**config.mk**
```make
export PLATFORM = sky130hd
export DESIGN_NAME = ysyx_25020047_cpu_seq
export DESIGN_NICKNAME = d
export VERILOG_FILES = /design/src/rtl/ysyx_25020047_pkg.sv /design/src/rtl/ysyx_25020047_wait_timer.sv /design/src/rtl/ysyx_25020047_cpu_seq.sv
export SDC_FILE = /design/constraint.sdc
export NUM_CORES = 1
export LEC_CHECK = 0
export ABC_AREA = 1
export ABC_CLOCK_PERIOD_IN_PS = 1900
export BUFFER_PORTS_ARGS = -buffer_cell sky130_fd_sc_hd__buf_2
export CAP_MARGIN = 20
export CORE_MARGIN = 5
export CORE_UTILIZATION = 55
export CTS_CLUSTER_DIAMETER = 40
export DETAILED_ROUTE_END_ITERATION = 6
export PLACE_DENSITY = 0.78
export RECOVER_POWER = 50
export SLEW_MARGIN = 20
export SYNTH_ARGS = -nofsm -noshare
export SYNTH_HDL_FRONTEND = slang
export SYNTH_SLANG_ARGS = --single-unit
```
**constraint.sdc**
```tcl
create_clock -name clk -period 1.9 [get_ports clk]
set_clock_uncertainty 0.15 [all_clocks]
set_input_delay 0.285 -clock clk [delete_from_list [all_inputs] [get_ports clk]]
set_output_delay 0.285 -clock clk [all_outputs]
set_load 0.05 [all_outputs]
```
**src/rtl/ysyx_25020047_pkg.sv**
```systemverilog
// Shared types for the RV32E multi-cycle sequencer: state/stage codes,
// decode-flag bundle and the instruction-type one-hot codes.
package ysyx_25020047_pkg;

  localparam int unsigned STAGE_W = 3;

  typedef enum logic [STAGE_W-1:0] {
    ST_RESET  = 3'd0,
    ST_FETCH  = 3'd1,
    ST_DECODE = 3'd2,
    ST_MEM    = 3'd3,
    ST_WB     = 3'd4,
    ST_HALT   = 3'd5
  } state_e;

  // One-hot instruction class, shared with decode and writeback muxing
  typedef enum logic [5:0] {
    INST_R = 6'b000001,
    INST_I = 6'b000010,
    INST_S = 6'b000100,
    INST_B = 6'b001000,
    INST_U = 6'b010000,
    INST_J = 6'b100000
  } inst_type_e;

  typedef struct packed {
    logic is_load;
    logic is_store;
    logic wb;
    logic ebreak;
    logic illegal;
  } dec_info_t;

  // A load that is also a store has no valid meaning and is rejected
  function automatic logic dec_is_bad(input dec_info_t d);
    return d.illegal | (d.is_load & d.is_store);
  endfunction

endpackage

```
**src/rtl/ysyx_25020047_wait_timer.sv**
```systemverilog
// Bus-wait counter: o_hit_c flags the LIMIT-th consecutive enabled cycle.
// LIMIT of 0 disables the timeout entirely.
module ysyx_25020047_wait_timer #(
  parameter int unsigned LIMIT = 255
) (
  input  logic clk,
  input  logic rst,
  input  logic i_clr,
  input  logic i_en,
  output logic o_hit_c
);

  localparam int unsigned CW = (LIMIT < 2) ? 1 : $clog2(LIMIT);
  localparam logic [CW-1:0] LAST = CW'((LIMIT == 0) ? 0 : LIMIT - 1);

  logic [CW-1:0] r_cnt;

  always_ff @(posedge clk) begin
    if (rst || i_clr) begin
      r_cnt <= '0;
    end else if (i_en && (r_cnt != LAST)) begin
      r_cnt <= r_cnt + 1'b1;
    end
  end

  assign o_hit_c = (LIMIT != 0) && i_en && (r_cnt == LAST);

endmodule

```
**src/rtl/ysyx_25020047_cpu_seq.sv**
```systemverilog
// Multi-cycle instruction sequencer: FETCH -> DECODE -> (MEM) -> WB, with
// bus-wait timeout, halt on ebreak/illegal, and cycle/instret counters.
module ysyx_25020047_cpu_seq
  import ysyx_25020047_pkg::*;
#(
  parameter int unsigned TIMEOUT_CYCLES = 255,
  parameter int unsigned CNT_W          = 32
) (
  input  logic               clk,
  input  logic               rst,
  output logic               ifu_req,
  input  logic               ifu_ack,
  output logic               inst_latch,
  input  logic               inst_is_load,
  input  logic               inst_is_store,
  input  logic               inst_wb,
  input  logic               inst_ebreak,
  input  logic               inst_illegal,
  output logic               lsu_req,
  output logic               lsu_wen,
  input  logic               lsu_ack,
  output logic               rf_wen,
  output logic               pc_wen,
  output logic               halted,
  output logic               bus_err,
  output logic [STAGE_W-1:0] stage,
  output logic [CNT_W-1:0]   cycle_cnt,
  output logic [CNT_W-1:0]   instret_cnt
);

  state_e           r_state;
  logic             r_is_store;
  logic             r_wb;
  logic             r_bus_err;
  logic [CNT_W-1:0] r_cycle_cnt;
  logic [CNT_W-1:0] r_instret_cnt;

  dec_info_t        w_dec;
  logic             w_in_fetch;
  logic             w_in_mem;
  logic             w_wait;
  logic             w_ack;
  logic             w_hit;
  logic             w_active;

  assign w_dec      = {inst_is_load, inst_is_store, inst_wb, inst_ebreak, inst_illegal};
  assign w_in_fetch = (r_state == ST_FETCH);
  assign w_in_mem   = (r_state == ST_MEM);
  assign w_wait     = w_in_fetch | w_in_mem;
  // Each ack only counts while its own request is being driven
  assign w_ack      = (w_in_fetch & ifu_ack) | (w_in_mem & lsu_ack);
  assign w_active   = (r_state == ST_FETCH) | (r_state == ST_DECODE) |
                      (r_state == ST_MEM)   | (r_state == ST_WB);

  ysyx_25020047_wait_timer #(
    .LIMIT (TIMEOUT_CYCLES)
  ) u_wait_timer (
    .clk     (clk),
    .rst     (rst),
    .i_clr   (~w_wait),
    .i_en    (w_wait & ~w_ack),
    .o_hit_c (w_hit)
  );

  always_ff @(posedge clk) begin
    if (rst) begin
      r_state       <= ST_RESET;
      r_is_store    <= 1'b0;
      r_wb          <= 1'b0;
      r_bus_err     <= 1'b0;
      r_cycle_cnt   <= '0;
      r_instret_cnt <= '0;
    end else begin
      if (w_active) begin
        r_cycle_cnt <= r_cycle_cnt + CNT_W'(1);
      end
      case (r_state)
        ST_RESET: r_state <= ST_FETCH;
        ST_FETCH: begin
          if (ifu_ack) begin
            r_state <= ST_DECODE;
          end else if (w_hit) begin
            r_state   <= ST_HALT;
            r_bus_err <= 1'b1;
          end
        end
        ST_DECODE: begin
          r_is_store <= w_dec.is_store;
          r_wb       <= w_dec.wb;
          if (dec_is_bad(w_dec)) begin
            r_state   <= ST_HALT;
            r_bus_err <= 1'b1;
          end else if (w_dec.ebreak) begin
            r_state <= ST_HALT;
          end else if (w_dec.is_load || w_dec.is_store) begin
            r_state <= ST_MEM;
          end else begin
            r_state <= ST_WB;
          end
        end
        ST_MEM: begin
          if (lsu_ack) begin
            r_state <= ST_WB;
          end else if (w_hit) begin
            r_state   <= ST_HALT;
            r_bus_err <= 1'b1;
          end
        end
        ST_WB: begin
          r_instret_cnt <= r_instret_cnt + CNT_W'(1);
          r_state       <= ST_FETCH;
        end
        ST_HALT: r_state <= ST_HALT;
        default: r_state <= ST_RESET;
      endcase
    end
  end

  // Strobes decode the state register; a reset cycle suppresses them all
  assign ifu_req     = ~rst & w_in_fetch;
  assign inst_latch  = ifu_req & ifu_ack;
  assign lsu_req     = ~rst & w_in_mem;
  assign lsu_wen     = lsu_req & r_is_store;
  assign pc_wen      = ~rst & (r_state == ST_WB);
  assign rf_wen      = pc_wen & r_wb & ~r_is_store;
  assign halted      = (r_state == ST_HALT);
  assign bus_err     = r_bus_err;
  assign stage       = r_state;
  assign cycle_cnt   = r_cycle_cnt;
  assign instret_cnt = r_instret_cnt;

endmodule

```
# After elaboration in Yosys (flattened, before gate mapping)
# Index checks and enable logic that the tools add are counted.
dict set report totals {
  reg_bits 78
  in_bits 9
  wordCells 61
}
dict set report op_classes {
  addsub 3
  eq_ne 10
  mux 12
  bitwise 21
  reduce_logical 8
}
# cell count
set ops {}
lappend ops {{32-bit by 1-bit adder with 32-bit output (second input constant)} 2}
lappend ops {{3-bit two-way mux} 6}
lappend ops {{3-bit one-hot mux with 5 select lines} 1}
lappend ops {{1-bit AND} 11}
lappend ops {{8-bit by 1-bit adder with 8-bit output (second input constant)} 1}
lappend ops {{8-bit equality test (second input constant)} 1}
lappend ops {{8-bit != test (second input constant)} 1}
lappend ops {{3-bit by 2-bit equality test with 1-bit output (second input constant)} 2}
lappend ops {{3-bit equality test (second input constant)} 2}
lappend ops {{1-bit OR} 6}
lappend ops {{1-bit two-way mux} 4}
lappend ops {{2-bit != test (second input constant)} 2}
lappend ops {{1-bit inverter} 4}
lappend ops {{4-bit AND reduction} 1}
lappend ops {{3-bit by 1-bit equality test with 1-bit output (second input constant)} 1}
lappend ops {{3-bit zero test} 1}
lappend ops {{1-bit one-hot mux with 3 select lines} 1}
lappend ops {{3-bit nonzero test} 1}
lappend ops {{1-bit logical AND} 2}
lappend ops {{1-bit logical OR} 2}
lappend ops {{2-bit by 1-bit != test with 1-bit output (second input constant)} 1}
lappend ops {{2-bit OR reduction} 1}

# Longest topological paths before layout
dict set report logic_depth {
  depth_word 9
  mapped_depth 10
  mapped_depth_nobuf 10
}

# Cells and area by module
# Synthesis repeated with hierarchy kept, for this count alone.
dict set report unflattened {
  cells_unflattened 654
  hier_area_um2 4254.1
}
# mod instances cells_per_inst area_per_inst_um2
set by_module_without_submodules {}
lappend by_module_without_submodules {ysyx_25020047_cpu_seq 1 584 3772.4}
lappend by_module_without_submodules {ysyx_25020047_wait_timer 1 70 481.7}

# Worst setup path before layout
# OpenSTA, ideal clock, no wires.
dict set report synth_timing {
  path_type {register to output}
  from {register r_state[0] (netlist: stage[0])}
  to {output port lsu_wen}
  arrival_ps 2419
  required_time_ps 1465
  setup_slack_ps -954
  stages_incl_launch_ff 6
  path_buffers 1
  cell_sequence {dfxtp_1 > inv_1 > nor2_2 > nand2_1 > clkbuf_1 > nor3_1}
}
dict set report synth_via {
  elab_chain_cells 3
}
# element line
set synth_lines {}
lappend synth_lines {{start, declared} ysyx_25020047_cpu_seq.sv:31} ;# state_e r_state;
lappend synth_lines {{start signal, assigned} ysyx_25020047_cpu_seq.sv:67} ;# r_state <= ST_RESET;
lappend synth_lines {{start signal, assigned} ysyx_25020047_cpu_seq.sv:78} ;# ST_RESET: r_state <= ST_FETCH;
lappend synth_lines {{start signal, assigned} ysyx_25020047_cpu_seq.sv:81} ;# r_state <= ST_DECODE;
lappend synth_lines {{3-bit by 2-bit equality test with 1-bit output} ysyx_25020047_cpu_seq.sv:48} ;# assign w_in_mem = (r_state == ST_MEM);
lappend synth_lines {{1-bit AND} ysyx_25020047_cpu_seq.sv:122} ;# assign lsu_req = ~rst & w_in_mem;
lappend synth_lines {{1-bit AND} ysyx_25020047_cpu_seq.sv:123} ;# assign lsu_wen = lsu_req & r_is_store;
lappend synth_lines {{end, declared} ysyx_25020047_cpu_seq.sv:20} ;# output logic lsu_wen,
# Every way passes these cells.

# Worst setup path in the final report
dict set report layout_timing {
  from {register r_state[0] (netlist: stage[0])}
  to {output port inst_latch}
}
dict set report layout_via {
  elab_chain_cells 3
}
# element line
set layout_lines {}
lappend layout_lines {{3-bit by 1-bit equality test with 1-bit output} ysyx_25020047_cpu_seq.sv:47} ;# assign w_in_fetch = (r_state == ST_FETCH);
lappend layout_lines {{1-bit AND} ysyx_25020047_cpu_seq.sv:120} ;# assign ifu_req = ~rst & w_in_fetch;
lappend layout_lines {{1-bit AND} ysyx_25020047_cpu_seq.sv:121} ;# assign inst_latch = ifu_req & ifu_ack;
lappend layout_lines {{end, declared} ysyx_25020047_cpu_seq.sv:13} ;# output logic inst_latch,
# Every way passes these cells.

==> flow_summary.toml <==
[global_route]
grt_pass1_wl_mm = 18.1
antenna_found_initial = 0
grt_start_max_net_pins = 56
first_global_vias = 4153
grt_overflow = 0
grt_usage_pct = 22.3

[floorplanning]
die-height_um = 97.7
core_um2 = 7610
boundaryPins = 84
die_area_um2 = 9550
start_util_pct = 55.6
die_w_um = 97.7
row_count = 32

[clock_network]
cts-root-buf = "clkbuf_8"
numCtsBuffers = 9
path_clk_slew_ns = 0.07
clk_path_buf_depth = 2
cts_hold_buffers = 0
cts_sinks = 78
htreeDepth = 3
clk_latency_ns = 0.35
cts_tree = "built"

[synthesis]
syn_nets = 668
ys.flop_type = "dfxtp_1"
synth_top_family_by_area = "simple AND/OR/NAND/NOR gates"
syn_avg_cell_area_um2 = 6.46
synth_compound_gate_area_share_pct = 10.6
synthAdderAreaFrac_pct = 1.18
yosysMostFrequentCell = "nand2_1"
ys_ff_latch = 78
yosysTopAreaCell = "dfxtp_1"
synth_area_um2 = 4230
synth_area_leaders = "dfxtp_1 (37%), nand2_1 (14%), nor2_1 (9.9%)"
postSynthCellCount = 655
async_reset_ff_share_pct = 0
synth_commonest_cells = "nand2_1 (153), nor2_1 (112), inv_1 (90)"
ys_warn_count = 0
ys_seq_area_share_pct = 36.9
netlist.area_leader.share_pct = 36.9
synth-simple-area-share_pct = 41.2
synth_cell_type_count = 34
muxShareOfSynthArea_pct = 0
synth-xor-area-share_pct = 1.03
synth_edf_count = 0

[cells_and_area]
antenna_cells = 0
layout-drive-gt1-share_pct = 23.1
fin_cells = 872
area_growth_pct = 24.6
final_cell_area_um2 = 5270
fin_util_pct = 69.3
final_nets = 778

[outcome]
status = "finished clean"

[power_and_ir_drop]
p_leak_uw = 0.00229
totalPowerFinal_uw = 3360
p_per_area_nw_per_um2 = 638
irDropWorstVdd_mv = 0.468

[drt]
antenna_left = 0
drc_errors = 0
drt_iter0_drc = 237
via_per_inst = 5.25
wire_per_inst_um = 12.6
firstDrtPassIters = 5
vias = 4577
routed_wl_mm = 11.0

[sta]
fin_crit_sh_pct = 97.4
hold_violations = 0
max_freq_ghz = 0.540
finalSetupViolCount = 0
drv_slew = 0
max_slew.worst_pin.slew_ns = 0.532
slew_headroom_pct = 64.5
hold_slack_ns = 0.106
fin_crit_ns = 1.85

[setup_path]
timing_worst_setup_path_type = "flip-flop to primary output"
start_kind = "flip-flop"
end_kind = "primary output"
r2r_cells = 9
path_max_fanout = 3
cp-startpoint = "stage[0]$_SDFF_PP0_"
r2r-start = "stage[1]$_SDFF_PP0_"
reg2reg_slack_ns = 0.09
cp.required_ns = 1.46
cp.arrival_ns = 1.42
timing.rr.end = "instret_cnt[25]$_SDFFE_PP0N_"
crit_path_end = "inst_latch"

[placement]
port_buffers = 83
place_congestion = 0.950
dp.final_hpwl_mm = 8.12
dpl-instance-area_um2 = 4870
dp.cells = 839

[worst_hold_path]
hold_class = "input pin to flip-flop"

[job]
cap_violations = 0
## through the flow
stage	setup slack, ns	setup TNS (ns)
CTS	-0.0730	-0.0945
floorplan	-0.154	-0.154
detailed placement	0.0786	0
global placement	0.134	0
finish	0.0492	0
global route	-0.0128	-0.0354
## layout make-up
cell class / instances / area [µm²]
multi-input combinational: 476 / 2380
clock buffer: 13 / 170
fill: 671 / 2330
tap: 102 / 128
inverter: 91 / 345
clock inverter: 3 / 40.0
sequential: 78 / 1580
timing repair buffer: 109 / 633
## state kept, by name (all words and copies together), names as in the netlist
signal              cells
cycle_cnt              32
instret_cnt            32
u_wait_timer.r_cnt      8
stage                   3
bus_err                 1
r_is_store              1
r_wb                    1
## metal layers
layer | vias up | GRT usage, % | routed length, µm
li1 | 2327 | - | -
met2 | 119 | 39.1 | 5280
met4 | 0 | 5.75 | 133
met1 | 2116 | 28.0 | 4970
met3 | 15 | 4.45 | 575
met5 | - | 0 | 0
## worst min-delay path by stage
stage / start / depth (start not counted) / slack (ns) / to
final: inst_is_store / 3 / 0.11 / r_is_store$_SDFFE_PP0P_
after global routing: inst_is_store / 3 / 0.10 / r_is_store$_SDFFE_PP0P_
after CTS: inst_is_store / 3 / 0.09 / r_is_store$_SDFFE_PP0P_
after detailed placement: instret_cnt[6]$_SDFFE_PP0N_ / 2 / 0.31 / instret_cnt[6]$_SDFFE_PP0N_
after global placement: bus_err$_SDFFE_PP0P_ / 2 / 0.29 / bus_err$_SDFFE_PP0P_
after floorplan: u_wait_timer.r_cnt[6]$_SDFFE_PP0P_ / 2 / 0.30 / u_wait_timer.r_cnt[6]$_SDFFE_PP0P_
## cells in the final DEF (no fill, tap or decap), types with 2 or more instances in the layout
master,count
inv_2,2
nor4_1,2
nor2_2,12
nand3b_1,3
ha_1,3
nand3_1,42
clkbuf_1,2
nand2_1,151
dfxtp_1,68
clkinv_2,3
clkbuf_8,10
nor3_4,2
and3_1,3
buf_4,25
dfxtp_2,8
nor2_4,11
nor3_2,2
o21ai_0,34
buf_6,4
nor3b_1,2
buf_2,80
inv_1,87
nand3_4,3
nor2_1,101
nand4_1,23
nand2_4,3
a21oi_1,46
xnor2_1,4
dfxtp_4,2
nor3_1,15
nand2_2,4
## report_power, final
group          switching (µW)  internal, µW  total, µW
Sequential               27.9          1660       1680
Combinational             254           122        376
Clock                     584           720       1300
Total                     866          2500       3360
## what timing repair did
| action | 4_1_cts | 5_1_grt |
|---|---|---|
| pin swaps | 5 | 8 |
| gates resized for setup | 13 | 11 |
| buffers inserted | 8 | 9 |
| endpoints found under the setup margin | 5 | 15 |
## critical path: stages, from the launching register on
cell and delay, ns:
dfxtp_4 0.38, inv_4 0.04, nor2_4 0.12, nand2_2 0.07, nor2_2 0.12, inv_2 0.06, nor2_2 0.11, buf_6 0.17
## cell families after synthesis
group / count (synthesis)
xor gates and xnor gates: 5
adders and majority gates: 4
and+or+nand+nor: 381
buffers and inverters: 101
AOI/OAI and AO/OA: 86
DFF: 78
Power figures use the tool's default switching activity.
